$ cat src/rtl/lsu.sv
// Purpose: Load/store unit that turns one EX-stage memory op into a single data-memory transaction.
// Latency: accept to resp_valid is 2 cycles for stores and 3 for loads when grant and rvalid arrive immediately.
// Backpressure: req_ready is high only in IDLE, dmem_req is held until dmem_gnt, and WAIT times out after TIMEOUT_CYCLES.
//
// Build option: define LSU_MISALIGN_TRAP_EN to trap misaligned halfword and word accesses.
// If it is not defined, low address bits are cleared to reach natural alignment.
//
// Ports:
//   clk, reset                    single clock, synchronous active-high reset
//   req_valid / req_ready         op handshake from EX
//   MemRead, MemWrite, Funct3     op kind and size; MemWrite wins if both are set
//   ALUResult, StoreData, Rd      byte address, store data (rs2) and destination tag
//   resp_valid, ReadData,         one-cycle completion record
//   resp_rd, bus_error, misaligned
//   dmem_req/we/addr/be/wdata     data-memory request (word-aligned address)
//   dmem_gnt, dmem_rvalid,        data-memory grant and read return
//   dmem_rdata
module lsu #(
  parameter int TIMEOUT_CYCLES = 16
) (
  input  logic        clk,
  input  logic        reset,
  input  logic        req_valid,
  output logic        req_ready,
  input  logic        MemRead,
  input  logic        MemWrite,
  input  logic [2:0]  Funct3,
  input  logic [31:0] ALUResult,
  input  logic [31:0] StoreData,
  input  logic [4:0]  Rd,
  output logic        resp_valid,
  output logic [31:0] ReadData,
  output logic [4:0]  resp_rd,
  output logic        bus_error,
  output logic        misaligned,
  output logic        dmem_req,
  output logic        dmem_we,
  output logic [31:0] dmem_addr,
  output logic [3:0]  dmem_be,
  output logic [31:0] dmem_wdata,
  input  logic        dmem_gnt,
  input  logic        dmem_rvalid,
  input  logic [31:0] dmem_rdata
);

  localparam logic [1:0] IDLE = 2'd0;
  localparam logic [1:0] REQ  = 2'd1;
  localparam logic [1:0] WAIT = 2'd2;
  localparam logic [1:0] RESP = 2'd3;

  localparam int CW = $clog2(TIMEOUT_CYCLES + 1);
  localparam logic [CW-1:0] CNT_ONE  = CW'(1);
  localparam logic [CW-1:0] CNT_LAST = CW'(TIMEOUT_CYCLES - 1);

  logic [1:0]    state;
  logic          op_store;
  logic [2:0]    op_f3;
  logic [1:0]    op_lane;
  logic          op_err;
  logic          op_mis;
  logic [CW-1:0] wait_cnt;

  // ---------------------------------------------------------------
  // Decode of the incoming op (only used on the accept cycle)
  // ---------------------------------------------------------------
  logic       accept;
  logic       legal;
  logic       sz_half;
  logic       sz_word;
  logic       trap_mis;
  logic [1:0] eff_lo;
  logic [3:0] be_next;
  logic [31:0] wdata_next;

  assign accept  = (state == IDLE) && req_valid && (MemRead || MemWrite);
  assign sz_half = (Funct3[1:0] == 2'b01);
  assign sz_word = (Funct3[1:0] == 2'b10);

  // Stores only know SB/SH/SW; loads add LBU/LHU.
  always_comb begin
    legal = 1'b0;
    if (MemWrite) begin
      case (Funct3)
        3'b000, 3'b001, 3'b010: legal = 1'b1;
        default:                legal = 1'b0;
      endcase
    end else begin
      case (Funct3)
        3'b000, 3'b001, 3'b010, 3'b100, 3'b101: legal = 1'b1;
        default:                                legal = 1'b0;
      endcase
    end
  end

`ifdef LSU_MISALIGN_TRAP_EN
  // Misaligned legal ops are flagged and never reach the bus.
  always_comb begin
    eff_lo   = ALUResult[1:0];
    trap_mis = legal & ((sz_half & ALUResult[0]) |
                        (sz_word & (ALUResult[1:0] != 2'b00)));
  end
`else
  // Misaligned ops silently drop the offending low bits.
  always_comb begin
    trap_mis = 1'b0;
    if (sz_word)
      eff_lo = 2'b00;
    else if (sz_half)
      eff_lo = {ALUResult[1], 1'b0};
    else
      eff_lo = ALUResult[1:0];
  end
`endif

  always_comb begin
    be_next    = 4'b1111;
    wdata_next = StoreData;
    case (Funct3[1:0])
      2'b00: begin
        be_next    = 4'b0001 << eff_lo;
        wdata_next = {4{StoreData[7:0]}};
      end
      2'b01: begin
        be_next    = eff_lo[1] ? 4'b1100 : 4'b0011;
        wdata_next = {2{StoreData[15:0]}};
      end
      default: begin
        be_next    = 4'b1111;
        wdata_next = StoreData;
      end
    endcase
  end

  // ---------------------------------------------------------------
  // Load lane select and extension, driven from the registered op
  // ---------------------------------------------------------------
  logic [7:0]  ld_byte;
  logic [15:0] ld_half;
  logic [31:0] load_ext;

  always_comb begin
    case (op_lane)
      2'd0:    ld_byte = dmem_rdata[7:0];
      2'd1:    ld_byte = dmem_rdata[15:8];
      2'd2:    ld_byte = dmem_rdata[23:16];
      default: ld_byte = dmem_rdata[31:24];
    endcase
    ld_half = op_lane[1] ? dmem_rdata[31:16] : dmem_rdata[15:0];
    case (op_f3)
      3'b000:  load_ext = {{24{ld_byte[7]}}, ld_byte};
      3'b001:  load_ext = {{16{ld_half[15]}}, ld_half};
      3'b010:  load_ext = dmem_rdata;
      3'b100:  load_ext = {24'd0, ld_byte};
      3'b101:  load_ext = {16'd0, ld_half};
      default: load_ext = 32'd0;
    endcase
  end

  // ---------------------------------------------------------------
  // Outputs decoded from state
  // ---------------------------------------------------------------
  // Illegal or trapped ops pass through REQ without touching the bus.
  assign req_ready  = (state == IDLE);
  assign dmem_req   = (state == REQ) && !op_err && !op_mis;
  assign resp_valid = (state == RESP);
  assign bus_error  = (state == RESP) && op_err;
  assign misaligned = (state == RESP) && op_mis;

  // ---------------------------------------------------------------
  // FSM and op registers
  // ---------------------------------------------------------------
  always_ff @(posedge clk) begin
    if (reset) begin
      state      <= IDLE;
      op_store   <= 1'b0;
      op_f3      <= 3'd0;
      op_lane    <= 2'd0;
      op_err     <= 1'b0;
      op_mis     <= 1'b0;
      wait_cnt   <= '0;
      ReadData   <= 32'd0;
      resp_rd    <= 5'd0;
      dmem_we    <= 1'b0;
      dmem_addr  <= 32'd0;
      dmem_be    <= 4'd0;
      dmem_wdata <= 32'd0;
    end else begin
      case (state)
        IDLE: begin
          if (accept) begin
            state      <= REQ;
            op_store   <= MemWrite;
            op_f3      <= Funct3;
            op_lane    <= eff_lo;
            op_err     <= !legal;
            op_mis     <= trap_mis;
            resp_rd    <= Rd;
            ReadData   <= 32'd0;
            dmem_we    <= MemWrite;
            dmem_addr  <= {ALUResult[31:2], 2'b00};
            dmem_be    <= be_next;
            dmem_wdata <= MemWrite ? wdata_next : 32'd0;
          end
        end
        REQ: begin
          wait_cnt <= '0;
          if (op_err || op_mis)
            state <= RESP;
          else if (dmem_gnt)
            state <= op_store ? RESP : WAIT;
        end
        WAIT: begin
          // A return on the final allowed cycle still counts as data.
          if (dmem_rvalid) begin
            ReadData <= load_ext;
            state    <= RESP;
          end else if (wait_cnt == CNT_LAST) begin
            op_err <= 1'b1;
            state  <= RESP;
          end else begin
            wait_cnt <= wait_cnt + CNT_ONE;
          end
        end
        RESP: begin
          state <= IDLE;
        end
        default: begin
          state <= IDLE;
        end
      endcase
    end
  end

endmodule
$ cat config.mk
export PLATFORM = sky130hd
export DESIGN_NAME = lsu
export DESIGN_NICKNAME = d
export VERILOG_FILES = /design/src/rtl/lsu.sv
export SDC_FILE = /design/constraint.sdc
export NUM_CORES = 1
export LEC_CHECK = 0
export ABC_AREA = 1
export CELL_PAD_IN_SITES_DETAIL_PLACEMENT = 0
export CELL_PAD_IN_SITES_GLOBAL_PLACEMENT = 1
export CORE_MARGIN = 4
export CORE_UTILIZATION = 32
export CTS_CLUSTER_SIZE = 16
export DETAILED_ROUTE_END_ITERATION = 8
export GPL_ROUTABILITY_DRIVEN = 0
export GPL_TIMING_DRIVEN = 0
export PLACE_DENSITY = 0.95
export SYNTH_ARGS = -nofsm -noshare
export SYNTH_HDL_FRONTEND = slang
export SYNTH_SLANG_ARGS = --single-unit
$ cat constraint.sdc
create_clock -name clk -period 4.89 [get_ports clk]
set_clock_uncertainty 0.05 [all_clocks]
set_input_delay 0.7335 -clock clk [delete_from_list [all_inputs] [get_ports clk]]
set_output_delay 0.7335 -clock clk [all_outputs]
set_load 0.05 [all_outputs]
After elaboration in Yosys (flattened, before gate mapping):

Index checks and enable logic that the tools add are counted.
W data, S select, Z words.

* output and inout bits: 111
* memories kept: 0
* bits of input ports: 111
* register bits: 117
* latch bits: 0
* word-level logic and storage cells: 86
* bits in read-only memories: 0
* bits in writable memories: 0

* div/mod/pow operators: 0
* $add $sub $neg: 1
* mux-type cells: 29
* multiply operators: 0
* bitwise gates (word level): 0
* magnitude comparators: 0
* shifts and indexed selects: 1
* reduce and logical (&&, ||, !) cells: 21
* equal/unequal tests: 23

Operators by type and width (count)
* $pmux W32 S5: 1
* $pmux W32 S2: 2
* $mux W32: 3
* $pmux W8 S3: 1
* $mux W16: 1
* $eq A3 B3 Y1 const B: 4
* $mux W2: 6
* $mux W5: 2
* $pmux W5 S2: 1
* $reduce_and A3 Y1: 3
* $eq A2 B2 Y1 const B: 4
* $mux W1: 8
* $ne A2 B2 Y1 const B: 4
* $pmux W2 S4: 1
* $pmux W4 S2: 1
* $eq A2 B1 Y1 const B: 3
* $eq A3 B1 Y1 const B: 2
* $eq A3 B2 Y1 const B: 2
* $logic_not A2 Y1: 3
* $logic_not A3 Y1: 2
* $add A5 B1 Y5 const B: 1
* $eq A5 B4 Y1 const B: 1
* $reduce_or A5 Y1: 1
* $logic_and A1 B1 Y1: 4
* 12 further kinds: 14

Depth between registers and ports, before layout:

Gate-level depths: netlist (run 1).

* depth in word-level cells: 7
* depth in mapped cells: 11
* gate-level depth less buffers: 10

Worst setup path after synthesis (run 1):

No wires, ideal clock.

* path type: flip-flop to output port
* start point: register state[1]
* end point: output dmem_req
* arrival time: 1.289 ns
* buffers on the path: 0
* cell stages (with the launch flop): 5
* data required time: 4.107 ns
* slack: 2.817 ns
* cells stage by stage: dfxtp_1 inv_1 ha_1 inv_1 nor2_1

* word-level cells in the longest chain between the ends: 2

Ends and longest elaborated chain
* from (decl): line 55 `logic [1:0] state;`
* from (signal assigned): line 210 `state <= op_store ? RESP : WAIT;`
* $eq A2 B1 Y1: line 164 `assign dmem_req = (state == REQ) && !op_err && !op_mis;`
* $logic_and A1 B1 Y1: line 164
* to (decl): line 36 `output logic dmem_req,`

No other way between the ends.

Worst setup path after layout (run 1):

Same ends and word-level chain as after synthesis.

==> metrics.txt, run 1 <==
DR pass1 iterations 5; ANT cells 0; Final Setup Violations 0; total power between 4 and 5 mW; hold_buf cts 0; Ports ~220; final hold vios 0; worst vdd ir ~0.26 mV; Final nets 1185; register area share after synthesis between 40% and 50%; GRT Util Overall 20.4%; post-CTS setup buffers 0; Post-DRT Antenna Nets 0; global route overflow 0; top_reg_cell synth dfxtp_1; Synth async-reset ratio 0%; Clk pin slew, worst setup/hold paths approximately 60 ps; Synthesis Warnings 0; via count approximately 6200; routed vias/inst ~4.8; Final min period about 2900 ps; clock share of power between 30% and 40%; Die Wd 139 microns; Max-slew headroom 49.2%; layout cells sized above 1 7.31%; Sw Ratio between 30% and 40%; switching power approximately 1.6 mW; Netlist Area Pre-Place 0.00549 sq mm; row count 47; full die area about 0.019 sq mm; first-pass GRT wire length roughly 32000 microns; maximum clock rate between 0.3 and 0.4 GHz; max-cap viol count 0; Slew Limit Fails 0; cell taking the most area after synthesis dfxtp_1; Post-route DRC 0; Initial DRC Count about 380; most common cell in the synthesized netlist nand2_1; P_int around 2.5 mW; worst slew pin tran between 700 and 800 ps; sequential share of power 28.4%; fillers around 1700; Fin Hold WS 408 ps; Setup crit end kind output pin; Initial Util between 30% and 40%; Synth top cells by count nand2_1 (261), dfxtp_1 (117), nor2_1 (116); setup TNS 0 ps; static leakage between 3 and 4 nW; chip height approximately 140 microns; worst-path fanout max 4; drt wl/cell between 15 and 20 microns; Critical Path AT between 2000 and 2500 ps; Sink Count around 120; CP startpoint kind flip-flop; CTS Buffer Depth 2; vias in the first global route roughly 5900; H-tree depth 4; CP required just over 4000 ps; largest cells by area after synthesis dfxtp_1 (43%), nand2_1 (18%), nor2_1 (7.9%), a21oi_1 (7.5%), o21ai_0 (6.7%); core area around 0.017 sq mm; DRT Wirelength between 20000 and 25000 microns; number of synthesized register bits approximately 120; synth-to-layout area growth 56.6%; combinational share of power 39.2%; CTS resizes 0; CTS buffer count 17; Skew-Pair Late Insertion Delay 410 ps; final core occ between 50% and 60%; synthesized instance count a little over 800; Root Driver clkbuf_16; Distinct cells, synth 28; hold crit path type flip-flop to flip-flop; CTS tree yes; port bufs 218; antenna violations before repair 0; post-route clock period utilization 60.3%; power density cells around 480 mW/mm^2; RSZ-0062 raised after global routing no; Syn Area/Cell between 6 and 7 sq um; critical path class flip-flop to output pin; Synth top area share between 40% and 50%; DP Wirelength around 15000 microns; status finished clean; Post-synth EDFFs 0; largest net degree at the start of global routing 17
## cell usage in the layout (no fill, tap or decap), types with 4 or more instances in the layout
| master | Yosys | routed |
|---|---|---|
| nand2_1 | 261 | 261 |
| clkdlybuf4s50_1 | 0 | 218 |
| dfxtp_1 | 117 | 117 |
| nor2_1 | 116 | 116 |
| a21oi_1 | 82 | 82 |
| o21ai_0 | 73 | 73 |
| nand3_1 | 49 | 49 |
| inv_1 | 36 | 36 |
| buf_2 | 21 | 21 |
| clkbuf_1 | 21 | 21 |
| clkbuf_16 | 0 | 17 |
| o21ai_1 | 7 | 7 |
| inv_2 | 6 | 6 |
| ha_1 | 6 | 6 |
| clkinv_4 | 0 | 5 |
| or2_2 | 4 | 4 |
| buf_4 | 4 | 4 |
| clkinvlp_4 | 0 | 4 |
| bufinv_16 | 0 | 4 |
## per-layer routing
| metal | track usage, % | vias up | part of all wire [%] | wire length [microns] |
|---|---|---|---|---|
| met1 | 24.9 | 2788 | 42 | 8360 |
| met4 | 8.29 | 0 | 2.4 | 482 |
| li1 | - | 3147 | - | - |
| met3 | 6.66 | 35 | 8.5 | 1720 |
| met2 | 33.5 | 236 | 48 | 9580 |
| met5 | 0 | - | 0 | 0 |
## logic make-up (layout without fill, tap and decap cells)
kind of cell,Yosys count,count (layout),share of synthesized area [%]
flops,117,117,42.7
simple gates,442,442,32.4
buf+inv,92,342,7.46
compound gates,171,171,16.0
fa+ha+maj,6,6,1.37
other cells,1,3,0.0683
## cell type report
cell class              count  area, sq um  area share, %
multi-input cells         622         2740           31.9
inverters                  42          158           1.83
repair buffers            218         2180           25.4
clock buffers              18          439           5.11
plain buffers              50          251           2.93
well taps                 220          275           3.20
flip-flops and latches    117         2340           27.3
clock inverters            14          203           2.36
## worst paths after layout
path | startpoint | endpoint | slack (ps) | cells after the start
max | state[1]$_SDFFE_PP0P_ | dmem_req | 1940 | 5
min | dmem_wdata[23]$_SDFFE_PP0P_ | dmem_wdata[23]$_SDFFE_PP0P_ | 410 | 2
max reg2reg | state[0]$_SDFFE_PP0P_ | ReadData[30]$_SDFFE_PP0P_ | 2830 | 10
min reg2reg | dmem_wdata[23]$_SDFFE_PP0P_ | dmem_wdata[23]$_SDFFE_PP0P_ | 410 | 2
## flip-flops by register name (all words and copies together) (netlist names)
signal / flops
dmem_be: 4
op_store: 1
op_f3: 3
op_err: 1
wait_cnt: 5
ReadData: 32
dmem_wdata: 32
state: 2
dmem_addr: 30
op_lane: 2
resp_rd: 5
## per-stage QoR
step	instance area, sq um	instances	setup WS (ps)
floorplan	5490	831	2820
global placement	7950	1269	2210
detailed placement	7950	1269	2190
CTS	8590	1301	1930
global route	8590	1301	1820
finish	8590	1301	1940
## power by group through the flow
stage	sequential (mW)	combinational, mW	clock [mW]
after floorplan	1.63	0.624	0
after global placement	1.19	1.62	0
after CTS	1.18	1.63	1.37
after detailed placement	1.20	1.62	0
final	1.18	1.63	1.35
after global routing	1.20	1.75	1.41
## worst max-delay path, cell delays in order, from the launching register on
cell	delay, ps
dfxtp_1	340
inv_1	110
ha_1	200
inv_1	60
nor2_1	190
clkdlybuf4s50_1	850
(Power assumes the default switching activity.)
==> run 2: changes to the inputs <==
Settings changed: CORE_UTILIZATION 32 to 26, PLACE_DENSITY 0.95 to 0.86.
Clock period 4.89 ns to 2.45 ns, I/O delays scaled along.
==> run 2 against run 1 <==
Against the previous run:
- die area rose by 22%
- flip-flop and latch count unchanged
- sequential share of layout area decreased by 0.18 points
- global-route usage down 3.3 points
- hold slack improved by 1.3 ps
- critical endpoint is now bus_error
==> metrics.txt, run 2 (synthesized netlist as in run 1, its figures left out) <==
maximum clock rate around 0.43 GHz; status finished clean; Ports roughly 220; gate family responsible for the most delay along the worst path buffers and inverters; vias in the first global route between 5000 and 6000; RSZ-0062 raised after global routing no; antenna violations before repair 0; H-tree depth 4; routed vias/inst 4.52; Slew Limit Fails 0; CTS buffer count 17; fillers between 2000 and 2500; synth-to-layout area growth 57.7%; DP Wirelength 16200 microns; power density cells 960 mW/mm^2; Sink Count roughly 120; Hold Crit Start dmem_wdata[4]$_SDFFE_PP0P_; critical-path cell list ha_1 > nand2_1 > inv_1 > clkdlybuf4s50_1; post-CTS setup buffers 0; global routing usage on met2 ~28%; port bufs approximately 220; static leakage 3.46 nW; biggest regs ReadData x32, dmem_wdata x32, dmem_addr x30; Final min period approximately 2300 ps; setup TNS 0 ps; R2R Setup Slk roughly 350 ps; R2R Path Start state[0]$_SDFFE_PP0P_; CTS Buffer Depth 2; largest net degree at the start of global routing 17; Setup crit end kind output pin; row count 52; first-pass GRT wire length about 32000 microns; Max-slew headroom 46.7%; DRT Wirelength 20700 microns; Initial Util ~27%; full die area ~0.023 sq mm; post-route clock period utilization about 95%; most common cell after layout, fill and taps aside nand2_1; FF/Latch Area approximately 0.0023 sq mm; final hold vios 0; worst-path fanout max 4; max-cap viol count 0; Final nets between 1000 and 1500; GR Util met3 a little under 6%; worst slew pin tran approximately 800 ps; global route overflow 0; final core occ a little over two fifths; CP startpoint kind flip-flop; Setup crit start state[1]$_SDFFE_PP0P_; DR pass1 iterations 5; hold crit path type flip-flop to flip-flop; critical path class flip-flop to output pin; Post-DRT Antenna Nets 0; commonest cells after routing, fill and taps aside nand2_1 (261), clkdlybuf4s50_1 (216), dfxtp_1 (117); Final Setup Violations 0; chip height 153 microns; via count ~6100; Critical Path AT ~1900 ps; Clk pin slew, worst setup/hold paths about 60 ps; Skew-Pair Late Insertion Delay 410 ps; worst vdd ir ~0.47 mV; drt wl/cell roughly 15 microns; multi-input gate area in the final layout between 0.002 and 0.003 sq mm; number of buffers and inverters on the critical path 2; met1 usage a little over a fifth; Post-route DRC 0; crit-path max cell delay 790 ps; core area roughly 0.020 sq mm; Die Wd approximately 150 microns; Most Used Layer, Global Route met2; slowest CP cell clkdlybuf4s50_1; Fin Hold WS a little over 400 ps; CTS tree yes; total power about 8.3 mW; Root Driver clkbuf_16; fin area 0.00865 sq mm; layout cells sized above 1 ~7.1%; Initial DRC Count between 400 and 500; CP required between 2000 and 2500 ps; GRT Util Overall roughly 17%; Post-DP Area approximately 0.008 sq mm
-- run 2: cell types whose count changed in the layout (fill, tap and decap cells not counted), moves of 2 or more --
cell	delta
clkinv_2	+6
clkdlybuf4s50_1	-2
dlygate4sd2_1	+2
clkinvlp_4	-4
clkinv_4	-5
-- run 2: stage by stage --
stage          setup WS, ps  std cells
6_report                130       1351
5_1_grt                46.3       1350
4_1_cts                80.4       1350
3_5_place_dp           34.7       1319
3_3_place_gp           76.0       1319
2_1_floorplan           463        831
-- run 2: cell type report --
| class | count | share of cell area [%] |
|---|---|---|
| Multi-Input combinational cell | 622 | 31.7 |
| Clock inverter | 11 | 2.08 |
| Buffer | 50 | 2.91 |
| Tap cell | 270 | 3.91 |
| Timing Repair Buffer | 218 | 25.2 |
| Sequential cell | 117 | 27.1 |
| Antenna cell | 1 | 0.0289 |
| Inverter | 42 | 1.82 |
| Clock buffer | 20 | 5.28 |
-- run 2: routing by layer --
layer	vias up	share of wire [%]
met5	-	0
met4	0	2.2
met3	34	7.8
met2	197	47
met1	2730	43
li1	3141	-
-- run 2: power breakdown --
part / leakage (nW) / internal (mW) / switching [mW]
clock: 0.319 / 1.84 / 0.866
combinational: 2.18 / 1.06 / 2.18
sequential: 0.955 / 2.19 / 0.164
total: 3.46 / 5.09 / 3.21
-- run 2: timing repair --
action	in CTS	in global routing
hold buffers	0	0
gates resized for setup	2	0
setup endpoints to repair	2	0
-- run 2: path summary, 6_finish.rpt --
path                                 end  cells after the start
max                            bus_error                      4
min           dmem_wdata[4]$_SDFFE_PP0P_                      2
max reg2reg  dmem_wdata[10]$_SDFFE_PP0P_                      8
min reg2reg   dmem_wdata[4]$_SDFFE_PP0P_                      2
-- run 2: worst min-delay path, cell delays in order, from the launching register on --
cell and delay (ps):
dfxtp_1 310, nand2_1 60, a21oi_1 50
